$ cat config.mk
export PLATFORM = sky130hd
export DESIGN_NAME = ss_seq_ctrl_flat
export DESIGN_NICKNAME = d
export VERILOG_FILES = /design/src/rtl/ss_seq_pkg.sv /design/src/rtl/ss_seq_if.sv /design/src/rtl/m2_fall_sync.sv /design/src/rtl/ss_seq_ctrl.sv /design/src/flat_wrapper.sv
export SDC_FILE = /design/constraint.sdc
export NUM_CORES = 1
export LEC_CHECK = 0
export ABC_AREA = 1
export BUFFER_PORTS_ARGS = -buffer_cell sky130_fd_sc_hd__buf_2
export CORE_MARGIN = 4
export CORE_UTILIZATION = 60
export DETAILED_ROUTE_END_ITERATION = 6
export PLACE_DENSITY = 0.83
export SLEW_MARGIN = 20
export SYNTH_ARGS = -nofsm -noshare
export SYNTH_HDL_FRONTEND = slang
export SYNTH_SLANG_ARGS = --single-unit
$ cat constraint.sdc
create_clock -name clk -period 3.1 [get_ports clk]
set_input_delay 0.31 -clock clk [delete_from_list [all_inputs] [get_ports clk]]
set_output_delay 0.31 -clock clk [all_outputs]
set_load 0.02 [all_outputs]
$ cat src/rtl/ss_seq_pkg.sv
// rtl/ss_seq_pkg.sv - shared constants, state encoding and CRC-8 helper for the save-state sequencer
package ss_seq_pkg;

   localparam int SS_WORDS_DFLT = 128;
   localparam int SETTLE_DFLT   = 2;
   localparam int M2_TO_DFLT    = 4096;
   localparam int SS_IDX_OFS    = SS_WORDS_DFLT - 1;

   localparam logic [7:0] CRC8_POLY = 8'h07;
   localparam logic [7:0] CRC8_INIT = 8'h00;

   typedef enum logic [3:0] {
      IDLE,
      REJECT,
      D_ADDR,
      D_SETTLE,
      D_PUSH,
      D_CRC,
      L_IDX,
      L_PULL,
      L_WR,
      L_EDGE,
      L_DRAIN,
      L_CRC,
      DONE
   } seq_state_e;

   function automatic logic [7:0] crc8_upd(input logic [7:0] crc, input logic [7:0] d);
      logic [7:0] c;
      c = crc ^ d;
      for (int i = 0; i < 8; i++) begin
         c = c[7] ? ((c << 1) ^ CRC8_POLY) : (c << 1);
      end
      return c;
   endfunction

endpackage

$ cat src/rtl/ss_seq_if.sv
// rtl/ss_seq_if.sv - command/status, mapper save-state port and host byte streams of the sequencer
interface ss_seq_if;

   logic       cmd_save;
   logic       cmd_load;
   logic       busy;
   logic       done;
   logic       err;
   logic       ss_act;
   logic       ss_we;
   logic [7:0] ss_addr;
   logic [7:0] ss_wdat;
   logic [7:0] ss_rdat;
   logic [7:0] tx_dat;
   logic       tx_vld;
   logic       tx_rdy;
   logic [7:0] rx_dat;
   logic       rx_vld;
   logic       rx_rdy;

   modport master (
      input  cmd_save, cmd_load, ss_rdat, tx_rdy, rx_dat, rx_vld,
      output busy, done, err, ss_act, ss_we, ss_addr, ss_wdat, tx_dat, tx_vld, rx_rdy
   );

   modport slave (
      output cmd_save, cmd_load, ss_rdat, tx_rdy, rx_dat, rx_vld,
      input  busy, done, err, ss_act, ss_we, ss_addr, ss_wdat, tx_dat, tx_vld, rx_rdy
   );

endinterface

$ cat src/rtl/m2_fall_sync.sv
// rtl/m2_fall_sync.sv - 2-flop synchronizer for async M2 plus one-clk falling-edge pulse m2f
module m2_fall_sync (
   input  logic clk,
   input  logic rst_n,
   input  logic m2,
   output logic m2f
);

   logic [2:0] sh;

   always_ff @(posedge clk or negedge rst_n) begin
      if (!rst_n) begin
         sh <= '0;
      end else begin
         sh <= {sh[1:0], m2};
      end
   end

   // sh[1] is the synchronized level, sh[2] its previous value
   assign m2f = sh[2] & ~sh[1];

endmodule

$ cat src/rtl/ss_seq_ctrl.sv
// rtl/ss_seq_ctrl.sv - save-state dump/restore sequencer; SS_SEQ_CRC_EN appends/checks a CRC-8 trailer byte
module ss_seq_ctrl
   import ss_seq_pkg::*;
#(
   parameter int SS_WORDS = SS_WORDS_DFLT,
   parameter int SETTLE   = SETTLE_DFLT,
   parameter int M2_TO    = M2_TO_DFLT
) (
   input  logic     clk,
   input  logic     rst_n,
   input  logic     m2,
   ss_seq_if.master bus
);

   localparam logic [7:0]  IDX_ADDR    = 8'(SS_WORDS - 1);
   localparam logic [7:0]  LAST_ADDR   = 8'(SS_WORDS - 2);
   localparam logic [15:0] SETTLE_LAST = 16'(SETTLE - 1);
   localparam logic [15:0] SETTLE_CNT  = 16'(SETTLE);
   localparam logic [15:0] TO_CNT      = 16'(M2_TO);
`ifdef SS_SEQ_CRC_EN
   localparam logic [15:0] DRAIN_LEN   = 16'(SS_WORDS);
`else
   localparam logic [15:0] DRAIN_LEN   = 16'(SS_WORDS - 1);
`endif

   seq_state_e  state, state_nx;
   logic [7:0]  addr_q, addr_nx;
   logic [7:0]  wdat_q, wdat_nx;
   logic [7:0]  tdat_q, tdat_nx;
   logic [15:0] cnt_q, cnt_nx;
   logic        edge_q, edge_nx;
   logic        err_q, err_nx;
`ifdef SS_SEQ_CRC_EN
   logic [7:0]  crc_q, crc_nx;
`endif
   logic        busy, done, ss_act, ss_we, tx_vld, rx_rdy;
   logic        m2f;

   m2_fall_sync u_m2_sync (
      .clk   (clk),
      .rst_n (rst_n),
      .m2    (m2),
      .m2f   (m2f)
   );

   always_ff @(posedge clk or negedge rst_n) begin
      if (!rst_n) begin
         state  <= IDLE;
         addr_q <= '0;
         wdat_q <= '0;
         tdat_q <= '0;
         cnt_q  <= '0;
         edge_q <= 1'b0;
         err_q  <= 1'b0;
`ifdef SS_SEQ_CRC_EN
         crc_q  <= CRC8_INIT;
`endif
      end else begin
         state  <= state_nx;
         addr_q <= addr_nx;
         wdat_q <= wdat_nx;
         tdat_q <= tdat_nx;
         cnt_q  <= cnt_nx;
         edge_q <= edge_nx;
         err_q  <= err_nx;
`ifdef SS_SEQ_CRC_EN
         crc_q  <= crc_nx;
`endif
      end
   end

   always_comb begin
      state_nx = state;
      addr_nx  = addr_q;
      wdat_nx  = wdat_q;
      tdat_nx  = tdat_q;
      cnt_nx   = cnt_q;
      edge_nx  = edge_q;
      err_nx   = err_q;
`ifdef SS_SEQ_CRC_EN
      crc_nx   = crc_q;
`endif
      busy     = 1'b1;
      ss_act   = 1'b1;
      done     = 1'b0;
      ss_we    = 1'b0;
      tx_vld   = 1'b0;
      rx_rdy   = 1'b0;

      unique case (state)
         IDLE: begin
            busy   = 1'b0;
            ss_act = 1'b0;
            if (bus.cmd_save && bus.cmd_load) begin
               err_nx   = 1'b1;
               state_nx = REJECT;
            end else if (bus.cmd_save || bus.cmd_load) begin
               err_nx   = 1'b0;
               addr_nx  = IDX_ADDR;
               cnt_nx   = '0;
`ifdef SS_SEQ_CRC_EN
               crc_nx   = CRC8_INIT;
`endif
               state_nx = bus.cmd_save ? D_SETTLE : L_IDX;
            end
         end

         REJECT: begin
            busy     = 1'b0;
            ss_act   = 1'b0;
            done     = 1'b1;
            state_nx = IDLE;
         end

         // map_idx leads the stream, so the address after it wraps to 0
         D_ADDR: begin
            addr_nx  = (addr_q == IDX_ADDR) ? 8'd0 : addr_q + 8'd1;
            cnt_nx   = '0;
            state_nx = D_SETTLE;
         end

         D_SETTLE: begin
            if (cnt_q == SETTLE_LAST) begin
               tdat_nx  = bus.ss_rdat;
               state_nx = D_PUSH;
            end else begin
               cnt_nx = cnt_q + 16'd1;
            end
         end

         D_PUSH: begin
            tx_vld = 1'b1;
            if (bus.tx_rdy) begin
`ifdef SS_SEQ_CRC_EN
               crc_nx = crc8_upd(crc_q, tdat_q);
`endif
               if (addr_q == LAST_ADDR) begin
`ifdef SS_SEQ_CRC_EN
                  tdat_nx  = crc8_upd(crc_q, tdat_q);
                  state_nx = D_CRC;
`else
                  state_nx = DONE;
`endif
               end else begin
                  state_nx = D_ADDR;
               end
            end
         end

`ifdef SS_SEQ_CRC_EN
         D_CRC: begin
            tx_vld = 1'b1;
            if (bus.tx_rdy) begin
               state_nx = DONE;
            end
         end
`endif

         L_IDX: begin
            if (cnt_q != SETTLE_CNT) begin
               cnt_nx = cnt_q + 16'd1;
            end else begin
               rx_rdy = 1'b1;
               if (bus.rx_vld) begin
`ifdef SS_SEQ_CRC_EN
                  crc_nx = crc8_upd(crc_q, bus.rx_dat);
`endif
                  if (bus.rx_dat != bus.ss_rdat) begin
                     err_nx   = 1'b1;
                     cnt_nx   = DRAIN_LEN;
                     state_nx = L_DRAIN;
                  end else begin
                     addr_nx  = 8'd0;
                     state_nx = L_PULL;
                  end
               end
            end
         end

         L_PULL: begin
            rx_rdy = 1'b1;
            if (bus.rx_vld) begin
               wdat_nx  = bus.rx_dat;
`ifdef SS_SEQ_CRC_EN
               crc_nx   = crc8_upd(crc_q, bus.rx_dat);
`endif
               state_nx = L_WR;
            end
         end

         L_WR: begin
            ss_we    = 1'b1;
            edge_nx  = m2f;
            cnt_nx   = '0;
            state_nx = L_EDGE;
         end

         // the first counted edge may predate the strobe at the mapper, so hold for a second one
         L_EDGE: begin
            ss_we = 1'b1;
            if (m2f) begin
               cnt_nx = '0;
               if (edge_q) begin
                  if (addr_q == LAST_ADDR) begin
`ifdef SS_SEQ_CRC_EN
                     state_nx = L_CRC;
`else
                     state_nx = DONE;
`endif
                  end else begin
                     addr_nx  = addr_q + 8'd1;
                     state_nx = L_PULL;
                  end
               end else begin
                  edge_nx = 1'b1;
               end
            end else if (cnt_q == TO_CNT) begin
               err_nx   = 1'b1;
               state_nx = DONE;
            end else begin
               cnt_nx = cnt_q + 16'd1;
            end
         end

         L_DRAIN: begin
            rx_rdy = 1'b1;
            if (bus.rx_vld) begin
               if (cnt_q == 16'd1) begin
                  state_nx = DONE;
               end else begin
                  cnt_nx = cnt_q - 16'd1;
               end
            end
         end

`ifdef SS_SEQ_CRC_EN
         L_CRC: begin
            rx_rdy = 1'b1;
            if (bus.rx_vld) begin
               if (bus.rx_dat != crc_q) begin
                  err_nx = 1'b1;
               end
               state_nx = DONE;
            end
         end
`endif

         DONE: begin
            done     = 1'b1;
            state_nx = IDLE;
         end

         default: begin
            state_nx = IDLE;
         end
      endcase
   end

   assign bus.busy    = busy;
   assign bus.done    = done;
   assign bus.err     = err_q;
   assign bus.ss_act  = ss_act;
   assign bus.ss_we   = ss_we;
   assign bus.ss_addr = addr_q;
   assign bus.ss_wdat = wdat_q;
   assign bus.tx_dat  = tdat_q;
   assign bus.tx_vld  = tx_vld;
   assign bus.rx_rdy  = rx_rdy;

endmodule

$ cat src/flat_wrapper.sv
// flat-port wrapper written by rule: the top's interface ports become plain ports
module ss_seq_ctrl_flat import ss_seq_pkg::*;
#(
   parameter int SS_WORDS = SS_WORDS_DFLT,
   parameter int SETTLE   = SETTLE_DFLT,
   parameter int M2_TO    = M2_TO_DFLT
)
  (clk, rst_n, m2, bus_cmd_save, bus_cmd_load, bus_ss_rdat, bus_tx_rdy, bus_rx_dat, bus_rx_vld, bus_busy, bus_done, bus_err, bus_ss_act, bus_ss_we, bus_ss_addr, bus_ss_wdat, bus_tx_dat, bus_tx_vld, bus_rx_rdy);
  ss_seq_if bus_i ();
  input  logic clk;
  input  logic rst_n;
  input  logic m2;
  input wire logic [$bits(bus_i.cmd_save)-1:0] bus_cmd_save;
  input wire logic [$bits(bus_i.cmd_load)-1:0] bus_cmd_load;
  input wire logic [$bits(bus_i.ss_rdat)-1:0] bus_ss_rdat;
  input wire logic [$bits(bus_i.tx_rdy)-1:0] bus_tx_rdy;
  input wire logic [$bits(bus_i.rx_dat)-1:0] bus_rx_dat;
  input wire logic [$bits(bus_i.rx_vld)-1:0] bus_rx_vld;
  output wire logic [$bits(bus_i.busy)-1:0] bus_busy;
  output wire logic [$bits(bus_i.done)-1:0] bus_done;
  output wire logic [$bits(bus_i.err)-1:0] bus_err;
  output wire logic [$bits(bus_i.ss_act)-1:0] bus_ss_act;
  output wire logic [$bits(bus_i.ss_we)-1:0] bus_ss_we;
  output wire logic [$bits(bus_i.ss_addr)-1:0] bus_ss_addr;
  output wire logic [$bits(bus_i.ss_wdat)-1:0] bus_ss_wdat;
  output wire logic [$bits(bus_i.tx_dat)-1:0] bus_tx_dat;
  output wire logic [$bits(bus_i.tx_vld)-1:0] bus_tx_vld;
  output wire logic [$bits(bus_i.rx_rdy)-1:0] bus_rx_rdy;
  assign bus_i.cmd_save = bus_cmd_save;
  assign bus_i.cmd_load = bus_cmd_load;
  assign bus_i.ss_rdat = bus_ss_rdat;
  assign bus_i.tx_rdy = bus_tx_rdy;
  assign bus_i.rx_dat = bus_rx_dat;
  assign bus_i.rx_vld = bus_rx_vld;
  assign bus_busy = bus_i.busy;
  assign bus_done = bus_i.done;
  assign bus_err = bus_i.err;
  assign bus_ss_act = bus_i.ss_act;
  assign bus_ss_we = bus_i.ss_we;
  assign bus_ss_addr = bus_i.ss_addr;
  assign bus_ss_wdat = bus_i.ss_wdat;
  assign bus_tx_dat = bus_i.tx_dat;
  assign bus_tx_vld = bus_i.tx_vld;
  assign bus_rx_rdy = bus_i.rx_rdy;
  ss_seq_ctrl #(.SS_WORDS(SS_WORDS), .SETTLE(SETTLE), .M2_TO(M2_TO)) u_core (.clk(clk), .rst_n(rst_n), .m2(m2), .bus(bus_i));
endmodule
==> impl_metrics.csv <==
group,metric,value,unit
final_layout,drive_gt1_frac,0.173,
worst_setup_path,r2r-end,"u_core.cnt_q[13]",
clock_network,clkSlewWorstSetupHoldPaths,0.10,ns
grt,grt_remaining_overflow,0,
route,wl_per_cell,14.5,um
worst_setup_path,worst-setup-path-type,"reg2out",
grt,use_met2,0.482,
route,drtPass1Iterations,5,
synthesis,ys_seq_area_frac,0.327,
clock_network,htreeDepth,2,
power_and_ir_drop,p_leak,2.29,nW
final_layout,nFillCells,516,
place,port_buffers,53,
worst_setup_path,cpMaxStageDelayCell,"dfrtp_1",
synthesis,syn_inst,568,
clock_network,root_buffer,"clkbuf_8",
floorplanning,fp.coreArea,5990,um^2
power_and_ir_drop,power_density,1120,nW/um^2
final_layout,synthToLayoutAreaGrowth,11.0,%
grt,grt_pass1_vias,3687,
grt,grtUsageMet1,0.360,
sta,finalCritPeriodShare,0.715,
floorplanning,die_area,7590,um^2
sta,slew_viol_final,0,
clock_network,cts_tree,"built",
worst_setup_path,critPathMaxFanout,8,
final_layout,antenna-diode-count,0,
final_layout,final_nets,646,
synthesis,syn_area_per_cell,6.61,um^2
synthesis,syn-num-nets,598,
worst_setup_path,cpLargestDelayFamily,"simple AND/OR/NAND/NOR gates",
clock_network,post-cts-setup-buffers,0,
worst_setup_path,reg2reg_from,"u_core.cnt_q[4]",
place,dp_hpwl,7580,um
clock_network,cts_made_buffers,5,
route,drc,0,
final_layout,multi_input_area,2230,um^2
synthesis,synth_seq_cells,49,
status,status,"completed",
final_layout,post-route-cell-area,4170,um^2
clock_network,clk_path_buf_depth,2,
worst_setup_path,rr_worst_depth,9,
clock_network,clock_sinks,49,
place,routabilityCongestion,0.971,
floorplanning,io_pins,54,
worst_setup_path,critPathBufInv,1,
sta,setup_tns,0,ns
clock_network,clock_latency,0.32,ns
grt,track_usage,0.283,
sta,rsz0062_at_grt,"no",
sta,skew,0.00999,ns
sta,report.final.hold_viol_count,0,
job,maxCapViolCount,0,
clock_network,hold_buffers,0,
worst_setup_path,cp_cell_sequence,"nor2_2 > nand2_1 > nor2_4 > nand3_2 > nand3_1 > buf_2",
route,totalWireLength,10100,um
worst_setup_path,reg2reg_slack,1.01,ns
floorplanning,rows,28,
worst_setup_path,cp-end-kind,"output pin",
floorplanning,chipWidth,87.1,um
route,viasPerCell,5.65,
grt,grt_pass1_wl,17300,um
worst_setup_path,critPathMaxStageDelay,0.50,ns
sta,tightest_slew,0.731,ns
route,ant_nets,0,
sta,setup_viol,0,
synthesis,synth_cell_types,30,
floorplanning,die_h,87.1,um
floorplanning,start_util,0.627,
worst_setup_path,startpoint_type,"register",
grt,grt_busiest_layer,"met2",
clock_network,ctsResizeCount,0,
grt,grt_start_max_net_pins,34,
sta,maxSlewHeadroom,0.513,
grt,grt_antenna_before_repair,0,
worst_setup_path,required,2.79,ns
place,placed_cell_area,4050,um^2
synthesis,netlist_area,3750,um^2
grt,use_met3,0.0501,
route,via_count,3913,
hold_path,min_path_type,"in2async",
worst_setup_path,worstPathArrival,1.91,ns
sta,fin_crit,2.22,ns
synthesis,yosys_warnings,0,
final_layout,seq_area,1230,um^2
route,dr.first_iter.drc_count,310,
power_and_ir_drop,ir_drop,0.765,mV
sta,max_freq,451,MHz
## area by class of cell
type | count | area share
multi-input combinational | 447 | 0.536
sequential | 49 | 0.294
timing repair buffer | 55 | 0.0672
inverter | 58 | 0.0522
tap | 75 | 0.0225
clock buffer | 5 | 0.0165
clock inverter | 3 | 0.0117
## state kept, by name, summed over array words and instances, names as in the netlist
signal and cells:
u_core.bus.err 1, u_core.u_m2_sync.sh 3, u_core.bus.tx_dat 8, u_core.state 4, u_core.edge_q 1, u_core.cnt_q 16
u_core.bus.ss_addr 8, u_core.bus.ss_wdat 8
## logic make-up after synthesis
| group | share of synthesized area |
|---|---|
| buffers and inverters | 0.0790 |
| XOR/XNOR | 0.0280 |
| AO/OA/AOI/OAI | 0.0440 |
| flip-flops | 0.327 |
| adder cells (fa/ha/maj) | 0.0233 |
| multiplexers | 0.0480 |
| AND/OR/NAND/NOR | 0.451 |
## metal layers
metal  up-vias  share of wire
met1      1791           0.42
li1       1922              -
met2       171           0.49
met5         -              0
met4         0          0.026
met3        29          0.063
## placed cells by master (no fill, tap or decap), types with 10 or more instances in the layout
cell type,netlist,routed
nand2_1,198,198
nand3_1,93,93
inv_1,53,53
buf_2,6,53
nor2_1,50,50
dfrtp_1,49,49
o21ai_0,22,22
mux2_2,16,16
nand4_1,13,13
nor2_2,10,10
## worst register-to-register path: stages, from the launching register on
cell,delay [ns]
dfrtp_1,0.50
nor2_2,0.19
nand2_1,0.19
nor2_4,0.22
nand3_2,0.21
clkinv_1,0.10
nand2_2,0.22
nand2_4,0.26
nand2_1,0.08
nand2_1,0.07
## cells in the mapped netlist, drive strengths merged
| cell | count | area (um^2) |
|---|---|---|
| a22o | 1 | 8.76 |
| mux2 | 16 | 180 |
| clkbuf | 4 | 15.0 |
| xnor2 | 9 | 78.8 |
| nand2 | 203 | 785 |
| dfrtp | 49 | 1230 |
| or2 | 2 | 12.5 |
| a21oi | 6 | 30.0 |
| nand3b | 3 | 22.5 |
| clkinv | 1 | 3.75 |
| inv | 57 | 214 |
| nand4 | 13 | 81.3 |
| buf | 10 | 63.8 |
| nor2 | 63 | 293 |
| o211ai | 1 | 7.51 |
| nor3 | 1 | 5.00 |
| nand3 | 96 | 495 |
| xor2 | 3 | 26.3 |
| ha | 7 | 87.6 |
| o21ai | 23 | 119 |
## power breakdown
group	internal, mW	switching [mW]
Combinational	0.944	2.01
Sequential	0.897	0.320
Clock	0.246	0.244
## through the flow
step	hold WS (ns)	utilization	worst slack [ns]	instances	total power [mW]
3_5_place_dp	0.337	0.676	1.09	684	4.12
3_3_place_gp	0.332	0.676	1.13	684	4.03
2_1_floorplan	0.0144	-	1.45	568	3.43
5_1_grt	0.0798	0.696	0.767	692	5.09
6_report	0.0453	0.696	0.884	692	4.66
4_1_cts	0.0596	0.696	0.921	692	4.62
## how the worst max path moves through the flow
stage,slack [ns],startpoint,end,depth (start not counted)
2_1_floorplan,1.45,u_core.cnt_q[0],u_core.cnt_q[7],10
3_3_place_gp,1.13,u_core.cnt_q[0],u_core.cnt_q[12],10
3_5_place_dp,1.09,u_core.cnt_q[4],u_core.cnt_q[0],9
4_1_cts,0.92,u_core.cnt_q[5],bus_rx_rdy,6
5_1_grt,0.77,u_core.cnt_q[0],bus_rx_rdy,7
6_report,0.88,u_core.cnt_q[4],bus_rx_rdy,6
Power figures use the tool's default switching activity.
